--- config.mk ---
export PLATFORM = sky130hd
export DESIGN_NAME = uart_rx
export DESIGN_NICKNAME = d
export VERILOG_FILES = /design/src/rtl/uart_rx.sv
export SDC_FILE = /design/constraint.sdc
export NUM_CORES = 1
export LEC_CHECK = 0
export CORE_ASPECT_RATIO = 1.2
export CORE_MARGIN = 4
export CORE_UTILIZATION = 57
export CTS_BUF_LIST = sky130_fd_sc_hd__clkbuf_4
export DETAILED_ROUTE_END_ITERATION = 7
export GPL_ROUTABILITY_DRIVEN = 0
export PLACE_DENSITY = 0.87
export SYNTH_ARGS = -nofsm -noshare
export SYNTH_HDL_FRONTEND = slang
export SYNTH_SLANG_ARGS = --single-unit
--- constraint.sdc ---
create_clock -name ext_clock -period 1.9 [get_ports ext_clock]
set_input_delay 0.19 -clock ext_clock [delete_from_list [all_inputs] [get_ports ext_clock]]
set_output_delay 0.19 -clock ext_clock [all_outputs]
set_load 0.005 [all_outputs]
--- src/rtl/uart_rx.sv ---
// 8N1 UART receiver: 2-flop synchronised line, mid-bit sampling, one-cycle
// valid / framing-error pulses and activity LEDs.
module uart_rx #(
  parameter int CLOCK_FREQ = 4800,
  parameter int BAUD_RATE  = 1200
) (
  input  logic       ext_clock,
  input  logic       reset_n,
  input  logic       uart_rx_pin,
  output logic [7:0] rx_data,
  output logic       rx_valid,
  output logic       rx_frame_error,
  output logic       rx_busy,
  output logic       uart_rx_led,
  output logic       uart_clock_led
);

  localparam int CLKS_PER_BIT = CLOCK_FREQ / BAUD_RATE;
  localparam int HALF_BIT     = CLKS_PER_BIT / 2;
  localparam int CNT_W        = $clog2(CLKS_PER_BIT);

  if (CLKS_PER_BIT < 4) begin : g_param_check
    $error("uart_rx: CLOCK_FREQ/BAUD_RATE must be >= 4");
  end

  typedef enum logic [2:0] {
    IDLE,
    START,
    DATA,
    STOP,
    BREAK_WAIT
  } state_t;

  state_t             state_q, state_d;
  logic [CNT_W-1:0]   cnt_q, cnt_d;
  logic [2:0]         bit_q, bit_d;
  logic [7:0]         shift_q, shift_d;
  logic [7:0]         data_q, data_d;
  logic               valid_q, valid_d;
  logic               ferr_q, ferr_d;
  logic               rxled_q, rxled_d;
  logic               sync1_q, rx_s;
  logic [CNT_W-1:0]   ledcnt_q;
  logic               clkled_q;

  wire half_hit = (cnt_q == CNT_W'(HALF_BIT - 1));
  wire bit_hit  = (cnt_q == CNT_W'(CLKS_PER_BIT - 1));

  always_ff @(posedge ext_clock) begin
    if (!reset_n) begin
      sync1_q  <= 1'b1;
      rx_s     <= 1'b1;
      state_q  <= IDLE;
      cnt_q    <= '0;
      bit_q    <= '0;
      shift_q  <= '0;
      data_q   <= '0;
      valid_q  <= 1'b0;
      ferr_q   <= 1'b0;
      rxled_q  <= 1'b0;
      ledcnt_q <= '0;
      clkled_q <= 1'b0;
    end else begin
      sync1_q  <= uart_rx_pin;
      rx_s     <= sync1_q;
      state_q  <= state_d;
      cnt_q    <= cnt_d;
      bit_q    <= bit_d;
      shift_q  <= shift_d;
      data_q   <= data_d;
      valid_q  <= valid_d;
      ferr_q   <= ferr_d;
      rxled_q  <= rxled_d;
      // Bit-rate heartbeat, only advancing while a frame is in progress
      if (rx_busy) begin
        if (ledcnt_q == CNT_W'(CLKS_PER_BIT - 1)) begin
          ledcnt_q <= '0;
          clkled_q <= ~clkled_q;
        end else begin
          ledcnt_q <= ledcnt_q + 1'b1;
        end
      end else begin
        ledcnt_q <= '0;
      end
    end
  end

  always_comb begin
    state_d = state_q;
    cnt_d   = cnt_q + 1'b1;
    bit_d   = bit_q;
    shift_d = shift_q;
    data_d  = data_q;
    valid_d = 1'b0;
    ferr_d  = 1'b0;
    rxled_d = rxled_q;
    unique case (state_q)
      IDLE: begin
        cnt_d = '0;
        if (!rx_s) state_d = START;
      end
      START: begin
        if (half_hit) begin
          cnt_d   = '0;
          bit_d   = '0;
          state_d = rx_s ? IDLE : DATA;
        end
      end
      DATA: begin
        if (bit_hit) begin
          cnt_d   = '0;
          shift_d = {rx_s, shift_q[7:1]};
          bit_d   = bit_q + 1'b1;
          if (bit_q == 3'd7) begin
            bit_d   = bit_q;
            state_d = STOP;
          end
        end
      end
      STOP: begin
        if (bit_hit) begin
          cnt_d = '0;
          if (rx_s) begin
            data_d  = shift_q;
            valid_d = 1'b1;
            rxled_d = ~rxled_q;
            state_d = IDLE;
          end else begin
            ferr_d  = 1'b1;
            state_d = BREAK_WAIT;
          end
        end
      end
      BREAK_WAIT: begin
        // A held-low line must go high before a new start bit is accepted
        cnt_d = '0;
        if (rx_s) state_d = IDLE;
      end
      default: state_d = IDLE;
    endcase
  end

  assign rx_data        = data_q;
  assign rx_valid       = valid_q;
  assign rx_frame_error = ferr_q;
  assign rx_busy        = (state_q != IDLE);
  assign uart_rx_led    = rxled_q;
  assign uart_clock_led = clkled_q;

endmodule

== Yosys cells after proc, flatten, opt, wreduce, memory -nomap -nowiden ==
Index checks and enable logic that the tools add are counted.

* Bitwise operators: 4
* Muxes and demuxes: 18
* Equal/unequal tests: 15
* Reductions and logical operators: 12
* $add $sub $neg: 3

{| class="wikitable"
|+ Operators by type and width
! operator !! count
|-
| two-way mux 3 bit || 10
|-
| case mux 3 bit (5 select lines) || 1
|-
| inequality test 2 bit, second input constant || 7
|-
| equality test 3 x 2 -> 1 bit, second input constant || 2
|-
| equality test 3 bit, second input constant || 2
|-
| two-way mux 2 bit || 3
|-
| case mux 2 bit (3 select lines) || 1
|-
| case mux 3 bit (2 select lines) || 1
|-
| AND reduction 3 bit || 2
|-
| AND reduction 6 bit || 1
|-
| adder 2 x 1 -> 2 bit, second input constant || 2
|-
| equality test 2 bit, second input constant || 2
|-
| inverter 1 bit || 4
|-
| AND reduction 2 bit || 2
|-
| AND reduction 4 bit || 1
|-
| OR reduction 2 bit || 2
|-
| adder 3 x 1 -> 3 bit, second input constant || 1
|-
| equality test 3 x 1 -> 1 bit, second input constant || 1
|-
| zero test 3 bit || 1
|-
| nonzero test 3 bit || 1
|-
| OR reduction 3 bit || 1
|-
| equality test 2 x 1 -> 1 bit, second input constant || 1
|-
| two-way mux 1 bit || 2
|-
| nonzero test 2 bit || 1
|}

* Logic and storage cells: 64
* Output and inout port bits: 13
* Register bits after elaboration: 32

== Depth between registers and ports, before layout ==
Gate-level depths: netlist of run 1.

* Depth after elaboration: 4
* Mapped depth: 5
* Depth with buffers taken out: 5

== Least setup slack after synthesis of run 1 ==
OpenSTA, ideal clock, no wires.

* Path type: register to register
* Start point: register bit_q[0]
* End point: register bit_q[0]
* Stages on the path, launching flop included: 6
* Data required time: 1.828 ns
* Library setup time: 0.072 ns
* Data arrival time: 1.324 ns
* Slack: 0.505 ns
* Path buffers: 0
* Cell sequence: dfxtp_1 ha_1 ha_1 nand4bb_1 a21oi_1 mux2i_1

* Longest elaborated chain between the ends: 4
* Elaborated cells between the ends (all ways): 7
* Those cells by class: add/sub: 1; eq/ne: 2; mux: 3; reduce/logical: 1

{| class="wikitable"
|+ RTL lines
! what !! RTL line !! RTL
|-
| from (decl) || 36 || <nowiki>logic [2:0] bit_q, bit_d;</nowiki>
|-
| from (signal assigned) || 68 || <nowiki>bit_q <= bit_d;</nowiki>
|-
| adder 3 x 1 -> 3 bit || 113 || <nowiki>bit_d = bit_q + 1'b1;</nowiki>
|-
| two-way mux 3 bit || 114 || <nowiki>if (bit_q == 3'd7) begin</nowiki>
|-
| two-way mux 3 bit || 110 || <nowiki>if (bit_hit) begin</nowiki>
|-
| case mux 3 bit (2 select lines) || 97 || <nowiki>unique case (state_q)</nowiki>
|}

Parallel ways exist; a longest one is shown, timed or not. The select of a mux whose other input is x is not followed.
A chain may end at the register's enable or synchronous reset.

== Worst setup path in the final report of run 1 ==
* Start point: register state_q[0]
* End point: output rx_busy

* Longest elaborated chain between the ends: 1

{| class="wikitable"
|+ RTL lines
! what !! RTL line !! RTL
|-
| from (decl) || 34 || <nowiki>state_t state_q, state_d;</nowiki>
|-
| from (signal assigned) || 66 || <nowiki>state_q <= state_d;</nowiki>
|-
| nonzero test 3 bit || 146 || <nowiki>assign rx_busy = (state_q != IDLE);</nowiki>
|-
| to (decl) || 13 || <nowiki>output logic rx_busy,</nowiki>
|}

No other way between the ends.

==> results of run 1 <==
layout make-up:
| type | instances | area share [%] |
|---|---|---|
| Sequential cell | 32 | 40.0 |
| Tap cell | 31 | 2.41 |
| Multi-Input combinational cell | 95 | 43.4 |
| Clock buffer | 5 | 2.33 |
| Inverter | 3 | 0.700 |
| Clock inverter | 3 | 0.855 |
| Timing Repair Buffer | 17 | 10.3 |
metrics by stage:
| step | utilization (%) | power, mW | cell area, µm² | std cells |
|---|---|---|---|---|
| 6_report | 69.1 | 1.09 | 1610 | 186 |
| 5_1_grt | 69.1 | 1.14 | 1610 | 186 |
| 4_1_cts | 68.9 | 1.09 | 1610 | 186 |
| 3_5_place_dp | 66.7 | 0.735 | 1550 | 178 |
| 3_3_place_gp | 66.7 | 0.733 | 1550 | 178 |
| 2_1_floorplan | - | 0.721 | 1410 | 139 |
synthesized netlist by cell type, drive strengths merged:
library cell | instances | share of area, %
a311oi | 2 | 1.2
inv | 3 | 0.80
nor2 | 2 | 0.53
nor3b | 1 | 0.53
mux2i | 20 | 14
a22o | 1 | 0.62
or3 | 1 | 0.44
buf | 7 | 3.6
ha | 7 | 6.2
and2 | 2 | 0.89
and3 | 2 | 1.2
o21ai | 1 | 0.36
and4b | 1 | 0.71
and4 | 1 | 0.62
a21oi | 2 | 0.71
clkbuf | 2 | 0.53
nor4bb | 1 | 0.71
a31oi | 1 | 0.44
nand2b | 7 | 3.1
nand3b | 1 | 0.53
o31ai | 1 | 0.53
a21boi | 1 | 0.53
and4bb | 2 | 1.8
nor2b | 9 | 4.0
nand2 | 24 | 6.4
a211oi | 1 | 0.53
and3b | 1 | 0.62
nand4bb | 1 | 0.80
dfxtp | 32 | 46
xnor2 | 1 | 0.62
nor4b | 1 | 0.62
timing repair:
action | in CTS | in global routing
gates resized for setup | 0 | 3
buffers inserted | 0 | 0
endpoints found under the setup margin | 0 | 1
worst max-delay path by stage:
stage,slack [ps],to,depth (start not counted),from
finish,120,rx_busy,2,state_q[0]
global route,20,rx_busy,2,state_q[0]
CTS,40,rx_busy,2,state_q[0]
detailed placement,360,bit_q[0],5,bit_q[0]
global placement,460,rx_busy,2,state_q[0]
floorplan,500,bit_q[0],5,bit_q[0]
kinds of logic (layout without fill, tap and decap cells):
kind of cell,after synthesis,count (layout),share of synthesized area (%)
AND/OR/NAND/NOR,57,57,23.6
flip-flops,32,32,45.5
AO/OA/AOI/OAI,10,10,4.98
XOR/XNOR,1,1,0.622
multiplexers,20,20,14.2
adder cells (fa/ha/maj),7,7,6.22
buffers and inverters,12,28,4.89
power breakdown:
| group | leakage (nW) | internal [mW] | total (mW) | switching, mW |
|---|---|---|---|---|
| Clock | 0.0324 | 0.135 | 0.366 | 0.231 |
| Sequential | 0.260 | 0.675 | 0.681 | 0.00578 |
| Combinational | 0.291 | 0.0190 | 0.0380 | 0.0191 |
| Total | 0.583 | 0.829 | 1.09 | 0.256 |
state kept, by name, indices dropped and copies added, names as in the netlist, 2 cells and up:
| register | flops |
|---|---|
| rx_data | 8 |
| bit_q | 3 |
| shift_q | 8 |
| state_q | 3 |
| ledcnt_q | 2 |
| cnt_q | 2 |
metal layers:
layer	share of wire, %	vias to the layer above	track usage, %
li1	-	501	-
met5	0	-	0
met1	43	479	21.0
met4	2.1	0	7.67
met3	4.5	6	7.40
met2	51	14	28.4
worst max-delay path, stage by stage (launching register included):
cell                              delay (ps)
sky130_fd_sc_hd__dfxtp_2                 380
sky130_fd_sc_hd__or3_1                   400
sky130_fd_sc_hd__clkdlybuf4s50_1         470
==> impl_results.md, run 1 <==
- Number of nets still failing antenna checks after routing: 0
- Wire length of the first global-routing pass: 4420 µm
- Port Buffers: 15
- IR drop worst, VDD: 0.627 mV
- Maximum clock frequency: 562 MHz
- Share of cells above drive strength 1: 9.68%
- Vias in the first global route: 981
- Initial detailed-routing violation count: 15
- Hold_sp: sync1_q
- Net count reported at finish: 164
- Reg area: 644 µm²
- Combined area of the multi-input logic cells: 698 µm²
- Part of the cycle the worst path needs: 93.7%
- CTS buffer count: 5
- Static power due to leakage: 0.583 nW
- Layout overhead on the synthesized area: 14.3%
- Crit path arrival time: 1590 ps
- Maximum buffer depth of the clock tree: 2
- Leading cell type in the layout, fill and taps excluded: sky130_fd_sc_hd__dfxtp_1
- # Max-Cap Violations: 0
- Chip width: 53.4 µm
- Final Skew: 2.79 ps
- Start-to-end type of the worst setup path: reg -> out
- Number of clock sinks seen by CTS: 32
- Class of the tightest hold or removal check: reg -> reg
- Commonest cells after routing, fill and taps aside: 29 x sky130_fd_sc_hd__dfxtp_1, 24 x sky130_fd_sc_hd__nand2_1, 20 x sky130_fd_sc_hd__mux2i_1
- Distinct cells, synth: 34
- Number of diodes added for antenna fixing: 0
- Largest net degree at the start of global routing: 25
- Largest fanout of any net on the critical path: 13
- Crit path capture type: output pin
- Die H: 62.4 µm
- R2R Path End: bit_q[1]
- Filler cell count: 181
- Total die area: 0.00333 mm²
- Worst Hold End: rx_s
- Initial core utilization: 60.4%
- Power density relative to cell area: 674 mW/mm²
- CTS root buffer: sky130_fd_sc_hd__clkbuf_4
- Result of the run: finished clean
- Yosys warning total: 0
- Dpl hpwl: 1750 µm
- Detailed-route wire length: 2420 µm
- Final worst path period need: 1780 ps
- Mean instance size in the synthesized netlist: 10.1 µm²
- Overflow after GRT: 0
- Detailed-route vias per instance: 5.38
- Netlist Area Pre-Place: 0.00141 mm²
- Slew @ Worst Pin: 376 ps
- RSZ-0062 raised after global routing: false
- Setup Viol. Count Final: 0
- Total Routing Usage GR: 18.1%
- Worst Reg2Reg Path Length in Cells: 5
- Fin Setup TNS: 0 ps
- Critical Path RT: 1710 ps
- Worst hold stages: 1
- Portion of the post-synthesis area used by sequential elements: 45.5%
- Hold-fix buffer count after cts: 0
- Final worst setup slack: 120 ps
- Number of register bits inferred by synthesis: 32
- Number of design rule violations left after detail routing: 0
- Worst slew margin: 74.9%
- Final hold violations: 0
- Insertion delay to the later sink of the worst-skew pair: 330 ps
- Net Count, Synth: 149
- R2r startpoint: bit_q[0]
- Clock-pin slew on the worst setup and hold paths: 100 ps
- CTS HTree Levels: 2
- Boundary Pins: 16
- Gate count after technology mapping: 139
- Number of placement rows: 19
- Antenna violations before repair: 0
- Worst hold margin: 424 ps
- Sort of element at the start of the critical path: register
- Total vias in the final route: 1000
- Mean routed wirelength per cell: 13.0 µm
- Max-slew violation count: 0
- TritonCTS clock tree: yes
- Area of the core: 0.00233 mm²
- Placement Setup Slack: 362 ps
- TritonRoute pass-1 iters: 2
- Worst setup slack for register-to-register paths: 350 ps
Note: power is estimated with default switching activity, not from simulation.
==> run 2: changes to the inputs <==
--- a/config.mk
+++ b/config.mk
@@ -10,7 +10,6 @@
 export CORE_UTILIZATION = 57
 export CTS_BUF_LIST = sky130_fd_sc_hd__clkbuf_4
 export DETAILED_ROUTE_END_ITERATION = 7
-export GPL_ROUTABILITY_DRIVEN = 0
 export PLACE_DENSITY = 0.87
 export SYNTH_ARGS = -nofsm -noshare
 export SYNTH_HDL_FRONTEND = slang
==> results of run 2 <==
No change in the layout: final DEF, timing and power equal those of run 1.
